## src/rtl/bus_response_mux_pkg.sv

```systemverilog
// Shared constants for the peripheral-bus response path: slave count, chip-select
// bit positions, the error data word and the response FSM state encodings.
package bus_response_mux_pkg;

    localparam int          DEF_N_SLAVES = 7;
    localparam int          DEF_TIMEOUT  = 255;
    localparam logic [31:0] DEF_ERR_DATA = 32'hDEADBEEF;

    // Chip-select bit positions as produced by the address decoder
    localparam int CS_RAM        = 0;
    localparam int CS_MULT       = 1;
    localparam int CS_DIV        = 2;
    localparam int CS_BIN_TO_BCD = 3;
    localparam int CS_GPIO       = 4;
    localparam int CS_UART       = 5;
    localparam int CS_DPRAM      = 6;

    localparam logic [1:0] ST_IDLE    = 2'd0;
    localparam logic [1:0] ST_RD_WAIT = 2'd1;
    localparam logic [1:0] ST_WR_WAIT = 2'd2;

endpackage

```

## src/rtl/bus_response_mux_rdata_onehot_mux.sv

```systemverilog
// AND-OR read-data selector driven by the latched chip-select, plus a flag telling
// whether that chip-select names exactly one slave.
module rdata_onehot_mux #(
    parameter int N_SLAVES = 7
) (
    input  logic [N_SLAVES-1:0]    cs_q,
    input  logic [32*N_SLAVES-1:0] slave_rdata,
    output logic [31:0]            sel_rdata,
    output logic                   onehot_ok
);

    logic [31:0] masked [N_SLAVES];

    genvar gi;
    generate
        for (gi = 0; gi < N_SLAVES; gi++) begin : g_mask
            assign masked[gi] = slave_rdata[32*gi +: 32] & {32{cs_q[gi]}};
        end
    endgenerate

    always_comb begin
        sel_rdata = '0;
        for (int i = 0; i < N_SLAVES; i++) begin
            sel_rdata = sel_rdata | masked[i];
        end
    end

    // Exactly one bit set: non-zero and clearing the lowest set bit leaves nothing
    assign onehot_ok = (cs_q != '0) && ((cs_q & (cs_q - N_SLAVES'(1))) == '0);

endmodule

```

## src/rtl/bus_response_mux.sv

```systemverilog
// Response side of the peripheral bus: latches the chip-select on a CPU strobe, waits
// for the selected slave, returns read data and flags timeouts and bad selects.
module bus_response_mux
    import bus_response_mux_pkg::*;
#(
    parameter int          N_SLAVES = DEF_N_SLAVES,
    parameter int          TIMEOUT  = DEF_TIMEOUT,
    parameter logic [31:0] ERR_DATA = DEF_ERR_DATA
) (
    input  logic                   clk,
    input  logic                   resetn,
    input  logic                   mem_rstrb,
    input  logic [3:0]             mem_wstrb,
    input  logic [N_SLAVES-1:0]    cs,
    input  logic [32*N_SLAVES-1:0] slave_rdata,
    input  logic [N_SLAVES-1:0]    slave_ready,
    input  logic                   err_clr,
    output logic [31:0]            mem_rdata,
    output logic                   mem_rbusy,
    output logic                   mem_wbusy,
    output logic                   bus_err
);

    localparam int             CW        = $clog2(TIMEOUT + 1);
    localparam logic [CW-1:0]  TIMEOUT_C = CW'(TIMEOUT);

    logic [1:0]          state_reg, state_next;
    logic [N_SLAVES-1:0] cs_reg, cs_next;
    logic [CW-1:0]       cnt_reg, cnt_next;
    logic [31:0]         rdata_reg, rdata_next;
    logic                err_reg, err_next;
    logic                err_set;

    logic [31:0] sel_rdata;
    logic        onehot_ok;
    logic        ready_hit;
    logic        in_read;

    rdata_onehot_mux #(
        .N_SLAVES (N_SLAVES)
    ) u_sel (
        .cs_q        (cs_reg),
        .slave_rdata (slave_rdata),
        .sel_rdata   (sel_rdata),
        .onehot_ok   (onehot_ok)
    );

    assign ready_hit = |(slave_ready & cs_reg);
    assign in_read   = (state_reg == ST_RD_WAIT);

    always_comb begin
        state_next = state_reg;
        cs_next    = cs_reg;
        cnt_next   = cnt_reg;
        rdata_next = rdata_reg;
        err_set    = 1'b0;
        case (state_reg)
            ST_IDLE: begin
                // A write always wins; a simultaneous read is dropped and flagged
                if (|mem_wstrb) begin
                    cs_next    = cs;
                    cnt_next   = '0;
                    state_next = ST_WR_WAIT;
                    err_set    = mem_rstrb;
                end else if (mem_rstrb) begin
                    cs_next    = cs;
                    cnt_next   = '0;
                    state_next = ST_RD_WAIT;
                end
            end
            ST_RD_WAIT, ST_WR_WAIT: begin
                if (!onehot_ok) begin
                    state_next = ST_IDLE;
                    err_set    = 1'b1;
                    if (in_read) rdata_next = ERR_DATA;
                end else if (ready_hit) begin
                    state_next = ST_IDLE;
                    if (in_read) rdata_next = sel_rdata;
                end else if (cnt_reg == TIMEOUT_C) begin
                    state_next = ST_IDLE;
                    err_set    = 1'b1;
                    if (in_read) rdata_next = ERR_DATA;
                end else begin
                    cnt_next = cnt_reg + CW'(1);
                end
            end
            default: state_next = ST_IDLE;
        endcase
    end

    // A new error in the same cycle as err_clr keeps the flag set
    assign err_next = err_set | (err_reg & ~err_clr);

    always_ff @(posedge clk or negedge resetn) begin
        if (!resetn) begin
            state_reg <= ST_IDLE;
            cs_reg    <= '0;
            cnt_reg   <= '0;
            rdata_reg <= '0;
            err_reg   <= 1'b0;
        end else begin
            state_reg <= state_next;
            cs_reg    <= cs_next;
            cnt_reg   <= cnt_next;
            rdata_reg <= rdata_next;
            err_reg   <= err_next;
        end
    end

    assign mem_rdata = rdata_reg;
    assign mem_rbusy = (state_reg == ST_RD_WAIT);
    assign mem_wbusy = (state_reg == ST_WR_WAIT);
    assign bus_err   = err_reg;

endmodule

```

## config.mk

```make
export PLATFORM = sky130hd
export DESIGN_NAME = bus_response_mux
export DESIGN_NICKNAME = d
export VERILOG_FILES = /design/src/rtl/bus_response_mux_pkg.sv /design/src/rtl/bus_response_mux_rdata_onehot_mux.sv /design/src/rtl/bus_response_mux.sv
export SDC_FILE = /design/constraint.sdc
export NUM_CORES = 1
export LEC_CHECK = 0
export ABC_AREA = 1
export BUFFER_PORTS_ARGS = -buffer_cell sky130_fd_sc_hd__buf_2
export CORE_MARGIN = 2
export CORE_UTILIZATION = 41
export CTS_CLUSTER_SIZE = 40
export DETAILED_ROUTE_END_ITERATION = 10
export GPL_ROUTABILITY_DRIVEN = 0
export PLACE_DENSITY = 0.78
export SLEW_MARGIN = 20
export SYNTH_ARGS = -nofsm -noshare
export SYNTH_HDL_FRONTEND = slang
export SYNTH_SLANG_ARGS = --single-unit
```

## constraint.sdc

```tcl
create_clock -name clk -period 1.45 [get_ports clk]
set_input_delay 0.3625 -clock clk [delete_from_list [all_inputs] [get_ports clk]]
set_output_delay 0.3625 -clock clk [all_outputs]
set_load 0.01 [all_outputs]
```

==> run metrics, run 1 <==
Sw Ratio=50.2%; grt total ovfl=0; Die W=114 µm; worst-margin pin slew=0.390 ns; worst path cell trace=buf_6 > nor2_4 > o21ai_1 > nand2_1 > nand2_2 > inv_4 > nand2_8 > buf_12 > nand3_1 > nand2_1 > nand2_2 > nand2_1; Worst Hold Slack=0.287 ns; largest net degree at the start of global routing=41; cell count of the worst reg-to-reg path=12; Syn. warnings=0; Final min period=1.87 ns; Comb power frac=72.5%; Clock Latency Late Sink=0.30 ns; CTS tree=yes; Critical Path RT=1.64 ns; Initial Utilization=41.8%; count of final hold-check violations=0; EDFF count, synth=0; Synth area leader=nand2_1; Area growth syn-to-layout=59.9%; initial drt markers=838; clock share of power=10.3%; Critical Path AT=2.07 ns; vias in the first global route=6886; Avg Inst Size Synth=5.87 µm²; Layout Nets=1439; most frequent cell after synthesis=nand2_1; total wire length=23900 µm; TritonRoute pass-1 iters=6; HPWL after DPL=16300 µm; first-pass GRT wire length=34700 µm; status=finished with violations; cell area power density=1780 mW/mm²; die area=0.0130 mm²; Tcrit/Tclk final=129%; initial antenna violation count=5; hold depth=4; top sig layer=met4; H-tree depth=2; post-synthesis cell type count=27; GRT Overall Usage=34.0%; Worst path slowest cell=dfrtp_2; I/O pin count=281; CP Launch Type=flip-flop; max-cap violation count=0; share of cells above drive strength 1=43.0%; HP Class=in -> reg; number of CTS-inserted buffers=5; IO buf count=280; delay of the slowest critical-path stage=0.46 ns; critical path peak fanout=8; vias per inst=5.50; WL per Instance=17.8 µm; Worst Path Class, Setup=reg -> reg; Slew Limit Fails=0; RSZ-0062 raised after global routing=true; Detail Route Antenna Nets=0; Cells after Synth=849; Placement Setup Slack=-0.351 ns; Setup Skew=0.00845 ns; Core Area=0.0119 mm²; met2 wire length=11600 µm; top cells by area, synth=nand2_1, dfrtp_1, nand3_1; Psw=7.11 mW; top cell type's share of synthesized area=34.2%; wire length on met3=2110 µm; Post-Synthesis Cell Area=0.00498 mm²; Seq/Total Area, Yosys=25.1%; failing checks=setup timing; FMAX=0.534 GHz; flops & latches, synth=50; Largest register FFs=32; total clock sinks=50; crit end category=flip-flop; ys flop type=dfrtp_1; Clock Tree Root=clkbuf_16; relative slew slack=74.0%; Reg clk slew, reported paths=0.08 ns; syn_nets=1100; Most common cell on crit path=nand2_1; maximum clock insertion buffer count=2; Internal Power=7.04 mW; drt drc=0; maximum vdd drop=0.000959 V; final number of setup-violating endpoints=45; top cells by count, synth=nand2_1, nand3_1, dfrtp_1, nand2_2, o21ai_0; M1 WL=8620 µm; placement row count=40; via count=7380; share of power burned in registers=17.2%; final worst setup slack=-0.422 ns; Die Ht=114 µm; FFs w/ async S/R, synth=100%; Leak Pwr=4.45 nW
==> metal layers <==
metal	track usage (%)	vias to the layer above
li1	-	3404
met1	38.6	3388
met2	59.2	480
met3	6.19	108
met4	20.8	0
met5	0	-
==> power by group through the flow <==
stage	logic (mW)	clock network, mW	registers, mW
2_1_floorplan	5.41	0	2.40
3_3_place_gp	8.45	0	2.38
3_5_place_dp	8.56	0	2.38
4_1_cts	9.17	1.45	2.37
5_1_grt	11.1	1.50	2.48
6_report	10.3	1.46	2.44
==> kinds of logic (layout without fill, tap and decap cells) <==
group,after synthesis,in the layout,synth area share (%)
AO/OA/AOI/OAI,46,46,4.70
adder cells (fa/ha/maj),5,5,1.26
buffers and inverters,74,409,8.62
other,0,5,0
flip-flops,50,50,25.1
multiplexers,4,4,0.904
AND/OR/NAND/NOR,670,675,59.4
==> critical path: cells and delay by family (launching register included) <==
family                 cells  cell delay, ns
AND/OR/NAND/NOR            8            0.79
flip-flops                 1            0.46
buffers and inverters      3            0.39
AO/OA/AOI/OAI              1            0.12
==> area by class of cell <==
cell class,instances,area [µm²]
Sequential cell,50,1250
Tap cell,147,184
Timing Repair Buffer,379,2550
Inverter,21,97.6
Multi-Input combinational cell,730,3680
Clock buffer,6,139
Antenna cell,5,12.5
Fill cell,1014,3950
Clock inverter,2,38.8
Timing Repair inverter,1,5.00
==> path summary, 6_finish.rpt <==
path / from / endpoint / slack, ns
setup / recovery: cs_reg[2] / mem_rdata[29] / -0.42
hold / removal: err_clr / bus_err / 0.29
setup reg to reg: cs_reg[2] / mem_rdata[29] / -0.42
hold reg to reg: bus_err / bus_err / 0.49
max in group asynchronous: resetn / cs_reg[2] / 0.41
min in group asynchronous: resetn / mem_rdata[5] / 0.48
==> through the flow <==
step	cells	utilization, %	cell area, µm²	total power [mW]	setup TNS [ns]
2_1_floorplan	849	-	5100	7.81	-1.18
3_3_place_gp	1296	58.8	7000	10.8	-10.96
3_5_place_dp	1296	58.8	7000	10.9	-12.84
4_1_cts	1320	63.0	7500	13.0	-9.64
5_1_grt	1341	66.9	7970	15.0	-16.75
6_report	1341	66.9	7970	14.1	-14.77
==> what timing repair did <==
action                                  4_1_cts  5_1_grt
hold endpoints to repair                     10        0
pin swaps                                     3       16
cloned                                        3        8
hold buffers                                  1        0
setup buffers                                12        9
gates resized for setup                      29       57
endpoints found under the setup margin       48       51
==> layout by cell type, fill, tap and decap left out, types with 11 or more instances in the layout <==
master	count
nand2_2	44
o21ai_0	31
or2_4	20
buf_12	18
nand3_1	84
buf_6	19
dfrtp_1	47
nand4_1	35
buf_4	56
buf_2	278
nand2_1	442
inv_1	13
nor2_1	11
Power figures use the tool's default switching activity.
==> run 2: changes to the inputs <==
Settings changed: CORE_UTILIZATION 41 to 46, PLACE_DENSITY 0.78 to 0.83.
Clock period 1.45 ns to 1.75 ns, I/O delays scaled along.
==> run metrics, run 2 (synthesized netlist as in run 1, its figures left out) <==
crit end category=flip-flop; drt drc=0; IO buf count=280; CTS tree=yes; WL per Instance=16.2 µm; Core Area=0.0104 mm²; sequential cell area=0.00126 mm²; max-cap violation count=0; vias per inst=5.41; Leak Pwr=4.06 nW; TritonRoute pass-1 iters=5; worst setup path start=cs_reg[0]; I/O pin count=281; Placed Cells=1254; number of fill cells in the layout=962; Reg clk slew, reported paths=0.11 ns; largest net degree at the start of global routing=51; FMAX=0.577 GHz; total wire length=20700 µm; via count=6910; placement row count=37; Largest register FFs=32; total clock sinks=50; Die W=108 µm; HPWL after DPL=15300 µm; status=completed; Design Power=9.92 mW; Final min period=1.73 ns; HP Class=in -> async; Finished Layout Cells=1277; top sig layer=met4; Slew Limit Fails=0; CP Launch Type=flip-flop; H-tree depth=2; Clock Latency Late Sink=0.31 ns; multi-input logic area=0.00343 mm²; M1 WL=7780 µm; initial antenna violation count=2; critical path peak fanout=16; Reg-to-Reg Start=cs_reg[0]; grt total ovfl=0; Area growth syn-to-layout=41.0%; vias in the first global route=6408; Die Ht=108 µm; maximum clock insertion buffer count=2; Worst Path Class, Setup=reg -> reg; Critical Path RT=1.96 ns; Detail Route Antenna Nets=0; worst-margin pin slew=0.395 ns; Tcrit/Tclk final=99.1%; GRT Overall Usage=33.2%; Clock Tree Root=clkbuf_8; die area=0.0117 mm²; Setup Skew=0.00837 ns; cell area power density=1410 mW/mm²; relative slew slack=73.6%; Initial Utilization=47.8%; Layout Nets=1389; initial drt markers=595; share of cells above drive strength 1=39.2%; maximum vdd drop=0.000698 V; met2 wire length=9880 µm; wire length on met3=1950 µm; most frequent cells in the layout=nand2_1, buf_2, nand3_1; number of CTS-inserted buffers=5; post-cts hold buffer count=0; first-pass GRT wire length=30600 µm; final number of setup-violating endpoints=0; RSZ-0062 raised after global routing=true; Critical Path AT=1.95 ns; most common cell after layout, fill and taps aside=nand2_1; count of final hold-check violations=0
## run 2: final timing paths
kind                            endpoint  slack, ns  cells after the start
setup / recovery           mem_rdata[17]       0.02                      9
hold / removal              mem_rdata[9]        0.1                      2
setup reg to reg           mem_rdata[17]       0.02                      9
hold reg to reg                  bus_err       0.51                      2
max in group asynchronous      cs_reg[4]       1.37                      2
min in group clk               cs_reg[3]       0.35                      2
## run 2: worst max-delay path, cell delays in order, from the launching register on
cell and delay (ns):
dfrtp_1 0.45, buf_4 0.17, nor2_4 0.12, nand4_1 0.17
nand2_4 0.16, nand3_4 0.11, nand2_8 0.15, nand2_8 0.15
nand2_1 0.11, nand2_1 0.05
## run 2: metrics by stage
| step | instance area, µm² | utilization, % | hold WS, ns | setup TNS [ns] | setup slack [ns] |
|---|---|---|---|---|---|
| after floorplan | 4980 | - | 0.142 | 0 | 0.145 |
| after global placement | 6610 | 63.5 | 0.464 | 0 | 0.0203 |
| after detailed placement | 6610 | 63.5 | 0.454 | -0.0262 | -0.0127 |
| after CTS | 6780 | 65.1 | 0.117 | 0 | 0.0215 |
| after global routing | 7020 | 67.4 | 0.103 | -1.15 | -0.0564 |
| final | 7020 | 67.4 | 0.0993 | 0 | 0.0160 |
## run 2: cell type report
| type | count | area share [%] |
|---|---|---|
| inverters | 21 | 1.28 |
| well taps | 136 | 2.42 |
| clock inverters | 3 | 0.695 |
| clock buffers | 5 | 0.980 |
| flip-flops and latches | 50 | 17.9 |
| multi-input cells | 727 | 48.9 |
| repair buffers | 333 | 27.8 |
| diodes | 2 | 0.0713 |
## run 2: layer usage
| layer | vias up | GRT usage, % |
|---|---|---|
| met1 | 3142 | 38.1 |
| met3 | 78 | 6.75 |
| met2 | 395 | 58.1 |
| met5 | - | 0 |
| li1 | 3295 | - |
| met4 | 0 | 17.7 |
## run 2: what timing repair did
action / CTS / global route
resized for setup: 5 / 42
setup endpoints to repair: 18 / 40
buffers inserted: 2 / 6
pin swaps: 1 / 7
cloned: 1 / 4
## run 2: power by group
part / leakage, nW / internal, mW / switching (mW)
clock network: 0.0563 / 0.437 / 0.448
registers: 0.643 / 1.58 / 0.441
logic: 3.36 / 2.71 / 4.31
total: 4.06 / 4.72 / 5.20
==> run 3: changes to the inputs <==
==> constraint.sdc (replaced) <==
create_clock -name clk -period 1.75 [get_ports clk]
set_input_delay 0.525 -clock clk [delete_from_list [all_inputs] [get_ports clk]]
set_output_delay 0.525 -clock clk [all_outputs]
set_load 0.01 [all_outputs]
==> run metrics, run 3 (synthesized netlist as in run 1, its figures left out) <==
largest net degree at the start of global routing=51; reg-to-reg slack, setup=0.04 ns; worst-margin pin slew=0.353 ns; Largest register FFs=32; share of cells above drive strength 1=39.5%; share of power burned in registers=20.5%; Worst Hold Slack=0.196 ns; Clock Latency Late Sink=0.31 ns; Layout Nets=1401; CP Launch Type=flip-flop; vias in the first global route=6492; vias per inst=5.42; IO buf count=280; Detail Route Antenna Nets=0; drt drc=0; max-cap violation count=0; Worst Path Class, Setup=reg -> reg; Die W=108 µm; Area growth syn-to-layout=43.8%; most frequent cells in the layout=nand2_1, buf_2, nand3_1; grt total ovfl=0; HP Class=in -> async; Clock Tree Root=clkbuf_8; first-pass GRT wire length=30900 µm; count of final hold-check violations=0; Tcrit/Tclk final=97.8%; Reg-to-Reg Start=cs_reg[2]; Setup Skew=0.0116 ns; Placed Cells=1253; Internal Power=4.64 mW; Reg clk slew, reported paths=0.10 ns; Placement Setup Slack=-0.137 ns; CTS tree=yes; total clock sinks=50; maximum vdd drop=0.000641 V; Design Power=9.89 mW; Leak Pwr=4.15 nW; RSZ-0062 raised after global routing=true; HPWL after DPL=15100 µm; cell area power density=1380 mW/mm²; Critical Path AT=1.96 ns; Finished Layout Cells=1289; placement row count=37; number of CTS-inserted buffers=5; status=completed; Comb power frac=71.9%; Core Area=0.0104 mm²; final worst setup slack=0.0390 ns; H-tree depth=2; via count=6981; post-cts hold buffer count=0; GRT Overall Usage=33.7%; TritonRoute pass-1 iters=5; Final min period=1.71 ns; Initial Utilization=47.8%; critical path peak fanout=11; Die Ht=108 µm; crit end category=flip-flop; total wire length=21300 µm; I/O pin count=281; Slew Limit Fails=0; final number of setup-violating endpoints=0; initial antenna violation count=2; maximum clock insertion buffer count=2; initial drt markers=660; worst setup path start=cs_reg[2]; Critical Path RT=2.00 ns; FMAX=0.584 GHz; clock share of power=7.6%; number of fill cells in the layout=914; WL per Instance=16.5 µm; die area=0.0117 mm²; Psw=5.25 mW; Sw Ratio=53.1%; relative slew slack=76.2%; most common cell after layout, fill and taps aside=nand2_1
==> run 3: cell count changes in the layout (fill, tap and decap cells not counted), moves of 2 or more <==
cell and change:
buf_12 +2, buf_4 +3, buf_6 +5, buf_8 -2
clkbuf_16 +2, clkinv_4 +2, inv_2 +2, nand2_1 +2
nand2_2 -2, o21ai_0 +2
==> run 3: timing repair <==
action	in CTS	in global routing
buffers inserted	0	16
gates resized for setup	5	39
cloned	1	9
pin swaps	0	8
setup endpoints to repair	32	42
==> run 3: worst paths after layout <==
check	to	cells after the start
max	mem_rdata[2]	10
min	mem_rdata[7]	2
max in group asynchronous	cs_reg[2]	2
min reg2reg	bus_err	2
min in group clk	bus_err	4
max reg2reg	mem_rdata[2]	10
==> run 3: cell type report <==
type                            instances  area, µm²  share of cell area (%)
Tap cell                              136        170                    2.38
Timing Repair inverter                  1       7.51                   0.105
Antenna cell                            2       5.00                  0.0699
Clock buffer                            6       82.6                    1.15
Multi-Input combinational cell        729       3450                    48.2
Inverter                               21       87.6                    1.22
Timing Repair Buffer                  342       2080                    29.1
Sequential cell                        50       1260                    17.6
Clock inverter                          2       17.5                   0.245
==> run 3: layer usage <==
layer / part of all wire (%) / vias to the layer above / global-route usage, %
met5: 0 / - / 0
met4: 5.8 / 0 / 16.6
met3: 9.8 / 92 / 6.15
met2: 47 / 459 / 59.0
met1: 37 / 3112 / 39.5
li1: - / 3318 / -
==> run 3: power groups by stage <==
stage | registers, mW | clock network [mW] | logic (mW)
floorplan | 1.97 | 0 | 4.32
global placement | 2.00 | 0 | 6.24
detailed placement | 2.01 | 0 | 6.33
CTS | 2.00 | 0.754 | 6.36
global route | 2.09 | 0.821 | 7.80
finish | 2.03 | 0.754 | 7.11
==> run 3: per-stage QoR <==
stage	area [µm²]	util [%]	setup TNS, ns
floorplan	4980	-	0
global placement	6600	63.4	-1.61
detailed placement	6600	63.4	-3.19
CTS	6720	64.5	0
global route	7160	68.8	-1.07
finish	7160	68.8	0
==> run 3: critical path, cell delays in order, from the launching register on <==
cell	delay (ns)
dfrtp_2	0.46
nand2_1	0.10
nand2_2	0.07
nor2_4	0.13
nand2_4	0.12
buf_6	0.14
nand3_4	0.11
buf_4	0.16
clkbuf_16	0.16
nand3_1	0.10
nand2_1	0.09
